File: config.mk
export PLATFORM = sky130hd
export DESIGN_NAME = wb_downsizer
export DESIGN_NICKNAME = d
export VERILOG_FILES = /design/src/rtl/wb_downsizer_pkg.sv /design/src/rtl/wb_next_beat.sv /design/src/rtl/wb_downsizer.sv
export SDC_FILE = /design/constraint.sdc
export NUM_CORES = 1
export LEC_CHECK = 0
export CAP_MARGIN = 25
export CORE_AREA = 2 2 265 202
export CTS_BUF_LIST = sky130_fd_sc_hd__clkbuf_8
export DETAILED_ROUTE_END_ITERATION = 7
export DIE_AREA = 0 0 267 204
export DONT_BUFFER_PORTS = 1
export SYNTH_ARGS = -nofsm -noshare
export SYNTH_HDL_FRONTEND = slang
export SYNTH_SLANG_ARGS = --single-unit
export TNS_END_PERCENT = 50
File: constraint.sdc
create_clock -name clk -period 3.4 [get_ports clk]
set_input_delay 0 -clock clk [delete_from_list [all_inputs] [get_ports clk]]
set_output_delay 0 -clock clk [all_outputs]
set_load 0.1 [all_outputs]
File: src/rtl/wb_downsizer_pkg.sv
// ---------------------------------------------------------------------------
// wb_downsizer_pkg
// Shared definitions for the wide-to-narrow Wishbone bridge:
//   state_t    - bridge sequencing states (IDLE / BEAT / DONE)
//   resp_t     - upstream response kind returned in DONE
//   pick_resp  - resolves a simultaneous narrow err/rty (err wins)
//   idx_width  - width of a beat index for a given beat count
// ---------------------------------------------------------------------------
package wb_downsizer_pkg;

    typedef enum logic [1:0] {
        ST_IDLE = 2'd0,
        ST_BEAT = 2'd1,
        ST_DONE = 2'd2
    } state_t;

    typedef enum logic [1:0] {
        RESP_ACK = 2'd0,
        RESP_ERR = 2'd1,
        RESP_RTY = 2'd2
    } resp_t;

    // Error has priority over retry when a slave raises both at once.
    function automatic resp_t pick_resp(input logic err, input logic rty);
        if (err) begin
            return RESP_ERR;
        end else if (rty) begin
            return RESP_RTY;
        end
        return RESP_ACK;
    endfunction

    // A single-beat configuration still needs a 1-bit index to stay legal.
    function automatic int idx_width(input int beats);
        return (beats > 1) ? $clog2(beats) : 1;
    endfunction

endpackage

File: src/rtl/wb_next_beat.sv
// ---------------------------------------------------------------------------
// wb_next_beat
// Combinational priority encoder that finds the next narrow beat whose
// byte-select slice is nonzero.
//   sel       in  byte selects of the whole wide transfer
//   cur_idx   in  beat currently being served
//   first     in  1: search from beat 0 inclusive; 0: search above cur_idx
//   next_idx  out lowest qualifying beat index
//   none_left out no qualifying beat exists
// ---------------------------------------------------------------------------
module wb_next_beat #(
    parameter int BEATS    = 4,
    parameter int LANE_SEL = 4,
    parameter int IDXW     = 2
) (
    input  logic [BEATS*LANE_SEL-1:0] sel,
    input  logic [IDXW-1:0]           cur_idx,
    input  logic                      first,
    output logic [IDXW-1:0]           next_idx,
    output logic                      none_left
);

    logic [BEATS-1:0] lane_any;

    always_comb begin
        lane_any = '0;
        for (int i = 0; i < BEATS; i++) begin
            lane_any[i] = |sel[i*LANE_SEL +: LANE_SEL];
        end
    end

    // Scanning downwards lets the lowest qualifying beat be the last write.
    always_comb begin
        next_idx  = '0;
        none_left = 1'b1;
        for (int i = BEATS - 1; i >= 0; i--) begin
            if (lane_any[i] && (first || (i > int'(cur_idx)))) begin
                next_idx  = IDXW'(i);
                none_left = 1'b0;
            end
        end
    end

endmodule

File: src/rtl/wb_downsizer.sv
// ---------------------------------------------------------------------------
// wb_downsizer
// Wishbone classic bridge: splits one WIDE_WIDTH transfer into sequential
// NARROW_WIDTH beats, skipping beats with no byte selects, and reassembles
// narrow read data into one wide response. Narrow err/rty end the transfer
// and are forwarded upstream. All outputs are registered.
//   clk, rst                       clock, synchronous active-high reset
//   s_adr_i/s_dat_i/s_we_i/s_sel_i upstream request (wide)
//   s_stb_i/s_cyc_i                upstream handshake
//   s_dat_o/s_ack_o/s_err_o/s_rty_o upstream response
//   m_adr_o/m_dat_o/m_we_o/m_sel_o narrow request
//   m_stb_o/m_cyc_o                narrow handshake
//   m_dat_i/m_ack_i/m_err_i/m_rty_i narrow response
// ---------------------------------------------------------------------------
module wb_downsizer
    import wb_downsizer_pkg::*;
#(
    parameter int WIDE_WIDTH   = 128,
    parameter int NARROW_WIDTH = 32,
    parameter int ADDR_WIDTH   = 32
) (
    input  logic                      clk,
    input  logic                      rst,
    input  logic [ADDR_WIDTH-1:0]     s_adr_i,
    input  logic [WIDE_WIDTH-1:0]     s_dat_i,
    output logic [WIDE_WIDTH-1:0]     s_dat_o,
    input  logic                      s_we_i,
    input  logic [WIDE_WIDTH/8-1:0]   s_sel_i,
    input  logic                      s_stb_i,
    input  logic                      s_cyc_i,
    output logic                      s_ack_o,
    output logic                      s_err_o,
    output logic                      s_rty_o,
    output logic [ADDR_WIDTH-1:0]     m_adr_o,
    output logic [NARROW_WIDTH-1:0]   m_dat_o,
    input  logic [NARROW_WIDTH-1:0]   m_dat_i,
    output logic                      m_we_o,
    output logic [NARROW_WIDTH/8-1:0] m_sel_o,
    output logic                      m_stb_o,
    output logic                      m_cyc_o,
    input  logic                      m_ack_i,
    input  logic                      m_err_i,
    input  logic                      m_rty_i
);

    localparam int BEATS    = WIDE_WIDTH / NARROW_WIDTH;
    localparam int NB       = NARROW_WIDTH / 8;
    localparam int WSEL     = WIDE_WIDTH / 8;
    localparam int IDXW     = idx_width(BEATS);
    localparam logic [ADDR_WIDTH-1:0] ALIGN_MASK = ~ADDR_WIDTH'(WSEL - 1);
    localparam logic [ADDR_WIDTH-1:0] BEAT_STEP  = ADDR_WIDTH'(NB);

    state_t                  state;
    logic [IDXW-1:0]         idx_q;
    logic [ADDR_WIDTH-1:0]   adr_q;
    logic [WIDE_WIDTH-1:0]   dat_q;
    logic                    we_q;
    logic [WSEL-1:0]         sel_q;
    logic [WIDE_WIDTH-1:0]   rbuf;

    logic [WSEL-1:0]         enc_sel;
    logic                    enc_first;
    logic [IDXW-1:0]         next_idx;
    logic                    none_left;
    logic [WIDE_WIDTH-1:0]   merged;
    logic [ADDR_WIDTH-1:0]   req_base;
    resp_t                   beat_resp;

    // In IDLE the request is not latched yet, so the encoder looks at the
    // live selects and searches from beat 0; afterwards it walks sel_q.
    always_comb begin
        enc_sel   = sel_q;
        enc_first = 1'b0;
        if (state == ST_IDLE) begin
            enc_sel   = s_sel_i;
            enc_first = 1'b1;
        end
    end

    wb_next_beat #(
        .BEATS    (BEATS),
        .LANE_SEL (NB),
        .IDXW     (IDXW)
    ) u_next_beat (
        .sel       (enc_sel),
        .cur_idx   (idx_q),
        .first     (enc_first),
        .next_idx  (next_idx),
        .none_left (none_left)
    );

    // Read buffer including the beat being acknowledged this cycle, so the
    // final beat's data lands in s_dat_o without an extra cycle.
    always_comb begin
        merged = rbuf;
        if (!we_q) begin
            merged[int'(idx_q)*NARROW_WIDTH +: NARROW_WIDTH] = m_dat_i;
        end
        req_base  = s_adr_i & ALIGN_MASK;
        beat_resp = pick_resp(m_err_i, m_rty_i);
    end

    always_ff @(posedge clk) begin
        if (rst) begin
            state   <= ST_IDLE;
            idx_q   <= '0;
            adr_q   <= '0;
            dat_q   <= '0;
            we_q    <= 1'b0;
            sel_q   <= '0;
            rbuf    <= '0;
            s_dat_o <= '0;
            s_ack_o <= 1'b0;
            s_err_o <= 1'b0;
            s_rty_o <= 1'b0;
            m_adr_o <= '0;
            m_dat_o <= '0;
            m_we_o  <= 1'b0;
            m_sel_o <= '0;
            m_stb_o <= 1'b0;
            m_cyc_o <= 1'b0;
        end else begin
            case (state)
                ST_IDLE: begin
                    if (s_cyc_i && s_stb_i) begin
                        adr_q <= req_base;
                        dat_q <= s_dat_i;
                        we_q  <= s_we_i;
                        sel_q <= s_sel_i;
                        rbuf  <= '0;
                        if (none_left) begin
                            state   <= ST_DONE;
                            s_ack_o <= 1'b1;
                            s_dat_o <= '0;
                        end else begin
                            state   <= ST_BEAT;
                            idx_q   <= next_idx;
                            m_cyc_o <= 1'b1;
                            m_stb_o <= 1'b1;
                            m_we_o  <= s_we_i;
                            m_adr_o <= req_base + ADDR_WIDTH'(next_idx) * BEAT_STEP;
                            m_dat_o <= s_dat_i[int'(next_idx)*NARROW_WIDTH +: NARROW_WIDTH];
                            m_sel_o <= s_sel_i[int'(next_idx)*NB +: NB];
                        end
                    end
                end

                ST_BEAT: begin
                    if (!s_cyc_i) begin
                        // Master abandoned the cycle: drop the bus silently.
                        state   <= ST_IDLE;
                        m_cyc_o <= 1'b0;
                        m_stb_o <= 1'b0;
                    end else if (m_err_i || m_rty_i) begin
                        state   <= ST_DONE;
                        m_cyc_o <= 1'b0;
                        m_stb_o <= 1'b0;
                        s_err_o <= (beat_resp == RESP_ERR);
                        s_rty_o <= (beat_resp == RESP_RTY);
                        s_dat_o <= rbuf;
                    end else if (m_ack_i) begin
                        rbuf <= merged;
                        if (none_left) begin
                            state   <= ST_DONE;
                            m_cyc_o <= 1'b0;
                            m_stb_o <= 1'b0;
                            s_ack_o <= 1'b1;
                            s_dat_o <= merged;
                        end else begin
                            idx_q   <= next_idx;
                            m_adr_o <= adr_q + ADDR_WIDTH'(next_idx) * BEAT_STEP;
                            m_dat_o <= dat_q[int'(next_idx)*NARROW_WIDTH +: NARROW_WIDTH];
                            m_sel_o <= sel_q[int'(next_idx)*NB +: NB];
                        end
                    end
                end

                ST_DONE: begin
                    // Response is a one-cycle pulse; inputs are not looked at.
                    state   <= ST_IDLE;
                    s_ack_o <= 1'b0;
                    s_err_o <= 1'b0;
                    s_rty_o <= 1'b0;
                    s_dat_o <= '0;
                end

                default: begin
                    state   <= ST_IDLE;
                    m_cyc_o <= 1'b0;
                    m_stb_o <= 1'b0;
                end
            endcase
        end
    end

endmodule

==> metrics.csv, run 1 <==
metric,value,unit
"EDFF count, synth",0,
Arrival @ worst endpoint,3.91,ns
Fin. Hold Viols,0,
"area leader, netlist",dfxtp_1,
critical path required time,4.01,ns
Min Hold Slack,0.04000,ns
TNS Setup,0,ns
clk sink count,504,
final net count,3664,
Yosys top cell area share,43.67,%
Post-synth ARST share,0,%
die area,54470,um^2
number of CTS-inserted buffers,83,
share of layout cells above drive strength 1,8.279,%
Comb power frac,14.9,%
"Remaining Overflow, GRT",0,
DR WL/cell,24.12,um
Rows,73,
CTS root buffer,clkbuf_8,
top post-synthesis cells by area,"dfxtp_1 44%, nand2_1 9.0%, a21oi_1 8.3%, a32oi_1 4.9%, a22o_1 4.8%",
GRT Overall Usage,34.78,%
Max Cap Viol,0,
Worst Min Path Start,m_err_i,
Final Skew,0.05120,ns
Detailed Route WL,101.9,mm
initial core utilization,44.30,%
drt drc,0,
hold-critical path depth,4,
Yosys reg bits,504,
status,finished clean,
"Clk Latency, worst-skew pair",0.72,ns
Hold EP,s_dat_o[72],
Top Ports,418,
worst vdd ir,0.0003388,V
GPL Wtd Cong,0.8790,
FF-to-FF Start,idx_q[0],
DP HPWL,48.30,mm
CP startpoint kind,register,
CP Class,register to register,
Slew @ Worst Pin,1.115,ns
top-count cell post-synth,nand2_1,
initial antenna violation count,10,
main flop type after synthesis,dfxtp_1,
gate count after technology mapping,2895,
flop2flop setup slack,0.11,ns
Worst Reg-to-Reg Cells,10,
switching portion of total power,32.41,%
largest net degree at the start of global routing,206,
sequential area share after synthesis,43.67,%
Leak,12.96,nW
"top cells by count, synth","553 x nand2_1, 504 x dfxtp_1, 381 x a21oi_1",
Cell Int Power,9.825,mW
Tmin final,3.294,ns
Final Util,62.40,%
Yosys cell types,52,
Power Density,446.6,nW/um^2
IO Port Bufs,0,
NetSw,4.711,mW
Netlist Area Pre-Place,23100,um^2
clock buffer depth,3,
"Design Area, Final",32550,um^2
Chip Height,204,um
DP Area,23640,um^2
vias in the first global route,25482,
Synth Warn #,0,
CTS tree,yes,
placed insts,3367,
CP endpoint kind,register,
filler cell count,4376,
Slew Limit Fails,0,
Vias/cell,6.275,
H-Tree Depth,3,
RR Endpoint,m_adr_o[27],
number of routed nets with antenna violations,0,
P&R area growth vs syn,40.87,%
Initial DRC Count,3542,
Core ar.,52150,um^2
fin cells,4224,
post-synthesis area per instance,7.980,um^2
f_max,303.6,MHz
Pre-antenna DRT Iters,7,
via count,26507,
die width,267,um
Critical Path Fanout Max,41,
Clock transition at path regs,0.07,ns
first-pass GRT wire length,148.8,mm
clock power share,38.6,%
worst hold path type,primary input to register,
sequential power share,46.5,%
setup violators final,0,
Slew Limit Headroom,25.55,%
final cycle utilization of the critical path,96.88,%
==> repair_timing <==
| item | 4_1_cts | 5_1_grt |
|---|---|---|
| buffers inserted | 0 | 7 |
| hold buffers | 685 | 0 |
| endpoints found under the setup margin | 0 | 237 |
| hold endpoints to repair | 504 | 0 |
| gates resized for setup | 0 | 12 |
==> how the worst max path moves through the flow <==
stage                         from     endpoint  slack (ns)  depth (start not counted)
after CTS                 idx_q[0]   m_dat_o[7]       0.002                         10
after detailed placement  idx_q[0]   m_dat_o[3]        0.49                          9
final                     idx_q[0]  m_adr_o[27]        0.11                         10
after global placement    state[0]   s_dat_o[0]        0.55                          6
after global routing      idx_q[0]  m_dat_o[13]      -0.005                         10
after floorplan           idx_q[0]  m_dat_o[27]        1.02                         10
==> power by group through the flow <==
stage | sequential, mW | clock (mW) | combinational (mW)
floorplan | 7.09 | 0 | 0.939
global placement | 6.87 | 0 | 1.36
global route | 6.77 | 5.89 | 2.28
CTS | 6.75 | 5.62 | 2.03
finish | 6.76 | 5.61 | 2.17
detailed placement | 6.88 | 0 | 1.40
==> registers in the layout, summed over array words and instances, names as in the netlist, 2 cells and up <==
register,flops
adr_q,28
dat_q,128
idx_q,2
m_adr_o,30
m_dat_o,32
m_sel_o,4
rbuf,128
s_dat_o,128
sel_q,16
state,2
==> logic make-up (layout without fill, tap and decap cells) <==
logic type / after synthesis / after routing / share of synthesized area [%]
AOI/OAI and AO/OA: 1016 / 1016 / 29.92
muxes: 49 / 49 / 2.123
buffers and inverters: 364 / 969 / 6.639
other: 1 / 11 / 0.01623
DFF: 504 / 504 / 43.67
and+or+nand+nor: 956 / 958 / 17.36
adders and majority gates: 5 / 5 / 0.2708
==> cell type report <==
cell class	instances	area [um^2]	area share (%)
repair buffers	818	8200	25.20
clock buffers	106	1459	4.483
multi-input cells	2030	11610	35.66
well taps	712	890.9	2.737
clock inverters	39	249.0	0.7650
flip-flops and latches	504	10100	31.02
inverters	6	22.52	0.06920
diodes	9	22.52	0.06920
==> critical path, stage by stage, from the launching register on <==
cell and delay, ns:
dfxtp_2 0.39, inv_1 0.11, ha_1 0.25, or4_4 0.55
and3b_2 0.28, a21oi_4 0.20, buf_12 0.16, buf_8 0.34
nor2_1 0.07, a311oi_1 0.26, dlygate4sd3_1 0.57
==> per-layer routing <==
metal | track usage, % | vias to the layer above | wire, um
li1 | - | 11607 | -
met1 | 44.59 | 12802 | 40150
met2 | 51.12 | 1687 | 42850
met3 | 13.13 | 411 | 13360
met4 | 17.34 | 0 | 5525
met5 | 0 | - | 0
==> metrics by stage <==
step | power (mW) | setup WS, ns
after global placement | 8.236 | 0.5548
final | 14.54 | 0.1062
after detailed placement | 8.277 | 0.4918
after CTS | 14.40 | 0.001849
after global routing | 14.95 | -0.005444
after floorplan | 8.031 | 1.022
==> placed cells by master, fill, tap and decap left out, drive strengths merged, types with 51 or more instances in the layout <==
master	count
buf	132
nor2	254
dlygate4sd3	680
a21oi	382
nand4	72
a32oi	129
nand2	553
dfxtp	504
clkbuf	112
o21ai	51
a211oi	129
a22o	127
a22oi	127
Power figures use the tool's default switching activity.
==> inputs of run 2 (changes only) <==
RECOVER_POWER = 100   (was unset)
==> run 2 against run 1 <==
Effect of this change: critical path depth unchanged; global-route usage stayed put; via count increased by 0.13%; register-to-register slack about the same; maximum frequency is 0.15% higher; setup slack improved by 0.0050 ns; highest routed layer is now met5; die area did not move; wire length about the same; the flow now finishes with violations (max-capacitance violations, max-slew violations).
==> metrics.csv, run 2 (synthesis gave the netlist of run 1 again) <==
metric,value,unit
H-Tree Depth,3,
top sig layer,met5,
IO Port Bufs,0,
switching portion of total power,32.52,%
initial antenna violation count,10,
drt drc,0,
Vias/cell,6.285,
CTS tree,yes,
DP HPWL,48.30,mm
Tmin final,3.289,ns
RR Endpoint,m_adr_o[27],
Worst Min Path Start,m_err_i,
Comb power frac,14.7,%
CP endpoint kind,register,
Min Hold Slack,0.03533,ns
die area,54470,um^2
status,"complete, but fails checks",
GPL Wtd Cong,0.8790,
number of CTS-inserted buffers,83,
"most common cell after layout, fill and taps aside",dlygate4sd3_1,
TNS Setup,0,ns
placed insts,3367,
Chip Height,204,um
Buf/Inv on CP,4,
DR WL/cell,24.14,um
NetSw,4.722,mW
Critical Path Fanout Max,41,
fin cells,4223,
setup violators final,0,
share of layout cells above drive strength 1,6.651,%
Final Power,14.52,mW
Fin. Hold Viols,0,
sequential power share,46.5,%
"delay-heaviest family, CP",buffers and inverters,
critical path required time,4.02,ns
metal2 WL,42.75,mm
Power Density,449.4,nW/um^2
slowest CP cell,dlygate4sd3_1,
Detailed Route WL,101.9,mm
clock power share,38.7,%
Slew Limit Headroom,-52.03,%
Rows,73,
Final Util,61.95,%
filler cell count,4430,
initial core utilization,44.30,%
die width,267,um
FF-to-FF Start,idx_q[0],
most frequent cells in the layout,"680 x dlygate4sd3_1, 553 x nand2_1, 501 x dfxtp_1",
Met3 Wirelength,13.57,mm
via count,26541,
Final Skew,0.05302,ns
Core ar.,52150,um^2
Pre-antenna DRT Iters,6,
CP startpoint kind,register,
post-place setup slack,0.4918,ns
worst hold path type,primary input to register,
final net count,3664,
largest registers,"dat_q (128), rbuf (128), s_dat_o (128)",
P&R area growth vs syn,39.85,%
Final WS setup,0.1112,ns
Initial DRC Count,3524,
Arrival @ worst endpoint,3.91,ns
number of routed nets with antenna violations,0,
CP cell instances,inv_1 > ha_1 > or4_4 > and3b_2 > a21oi_4 > buf_12 > buf_8 > nor2_1 > a311oi_1 > dlygate4sd3_1,
first-pass GRT wire length,148.8,mm
Worst Reg-to-Reg Cells,10,
f_max,304.1,MHz
hold-critical path depth,4,
GRT Overall Usage,34.78,%
DP Area,23640,um^2
Slew Limit Fails,1,
CP Class,register to register,
CTS root buffer,clkbuf_8,
Slew @ Worst Pin,2.290,ns
clock buffer depth,3,
largest net degree at the start of global routing,206,
final cycle utilization of the critical path,96.73,%
Cell Int Power,9.797,mW
flop2flop setup slack,0.11,ns
"Remaining Overflow, GRT",0,
Clock transition at path regs,0.07,ns
vias in the first global route,25482,
routed length on met1,40.08,mm
Max Cap Viol,1,
failing checks,"max-capacitance violations, max-slew violations",
"Design Area, Final",32310,um^2
"Clk Latency, worst-skew pair",0.72,ns
clk sink count,504,
CP max stage delay,0.57,ns
Hold EP,s_dat_o[30],
Leak,12.72,nW
worst vdd ir,0.0003397,V
Top Ports,418,
run 2: cell types whose count changed in the layout (fill, tap and decap cells not counted):
| cell | before | now |
|---|---|---|
| buf_16 | 5 | 4 |
| diode_2 | 9 | 8 |
| and3_2 | 2 | 1 |
| clkbuf_1 | 2 | 58 |
| clkbuf_2 | 0 | 1 |
| and3_1 | 0 | 1 |
| buf_4 | 105 | 49 |
run 2: tightest hold or removal path, delay by kind of cell:
| family | cells | cell delay, ns |
|---|---|---|
| and+or+nand+nor | 1 | 0.04 |
| buffers and inverters | 1 | 0.24 |
| AOI/OAI and AO/OA | 2 | 0.37 |
run 2: power by group through the flow:
| stage | clock network, mW | logic, mW | registers, mW |
|---|---|---|---|
| after global placement | 0 | 1.36 | 6.87 |
| final | 5.62 | 2.14 | 6.76 |
| after floorplan | 0 | 0.939 | 7.09 |
| after CTS | 5.62 | 2.03 | 6.75 |
| after detailed placement | 0 | 1.40 | 6.88 |
| after global routing | 5.89 | 2.26 | 6.77 |
run 2: worst max-delay path by stage:
| stage | startpoint | to | depth (start not counted) |
|---|---|---|---|
| after detailed placement | idx_q[0] | m_dat_o[3] | 9 |
| after global routing | idx_q[0] | m_dat_o[13] | 10 |
| after floorplan | idx_q[0] | m_dat_o[27] | 10 |
| final | idx_q[0] | m_adr_o[27] | 10 |
| after CTS | idx_q[0] | m_dat_o[7] | 10 |
| after global placement | state[0] | s_dat_o[0] | 6 |
run 2: layout make-up:
| cell class | count | area, um^2 | area share [%] |
|---|---|---|---|
| antenna | 8 | 20.02 | 0.06196 |
| clock inverter | 39 | 249.0 | 0.7706 |
| multi-input combinational | 2030 | 11600 | 35.92 |
| timing repair buffer | 818 | 7968 | 24.66 |
| clock buffer | 106 | 1459 | 4.515 |
| tap | 712 | 890.9 | 2.757 |
| sequential | 504 | 10100 | 31.25 |
| inverter | 6 | 22.52 | 0.06971 |
run 2: timing repair:
action,CTS,global route
setup endpoints to repair,0,237
endpoints found under the hold margin,504,0
gates resized for setup,0,12
hold buffers,685,0
buffers inserted,0,7
run 2: metal layers:
metal  track usage (%)  vias up
met5                 0        -
met4             17.34        2
met3             13.13      405
met2             51.12     1689
met1             44.59    12837
li1                  -    11608
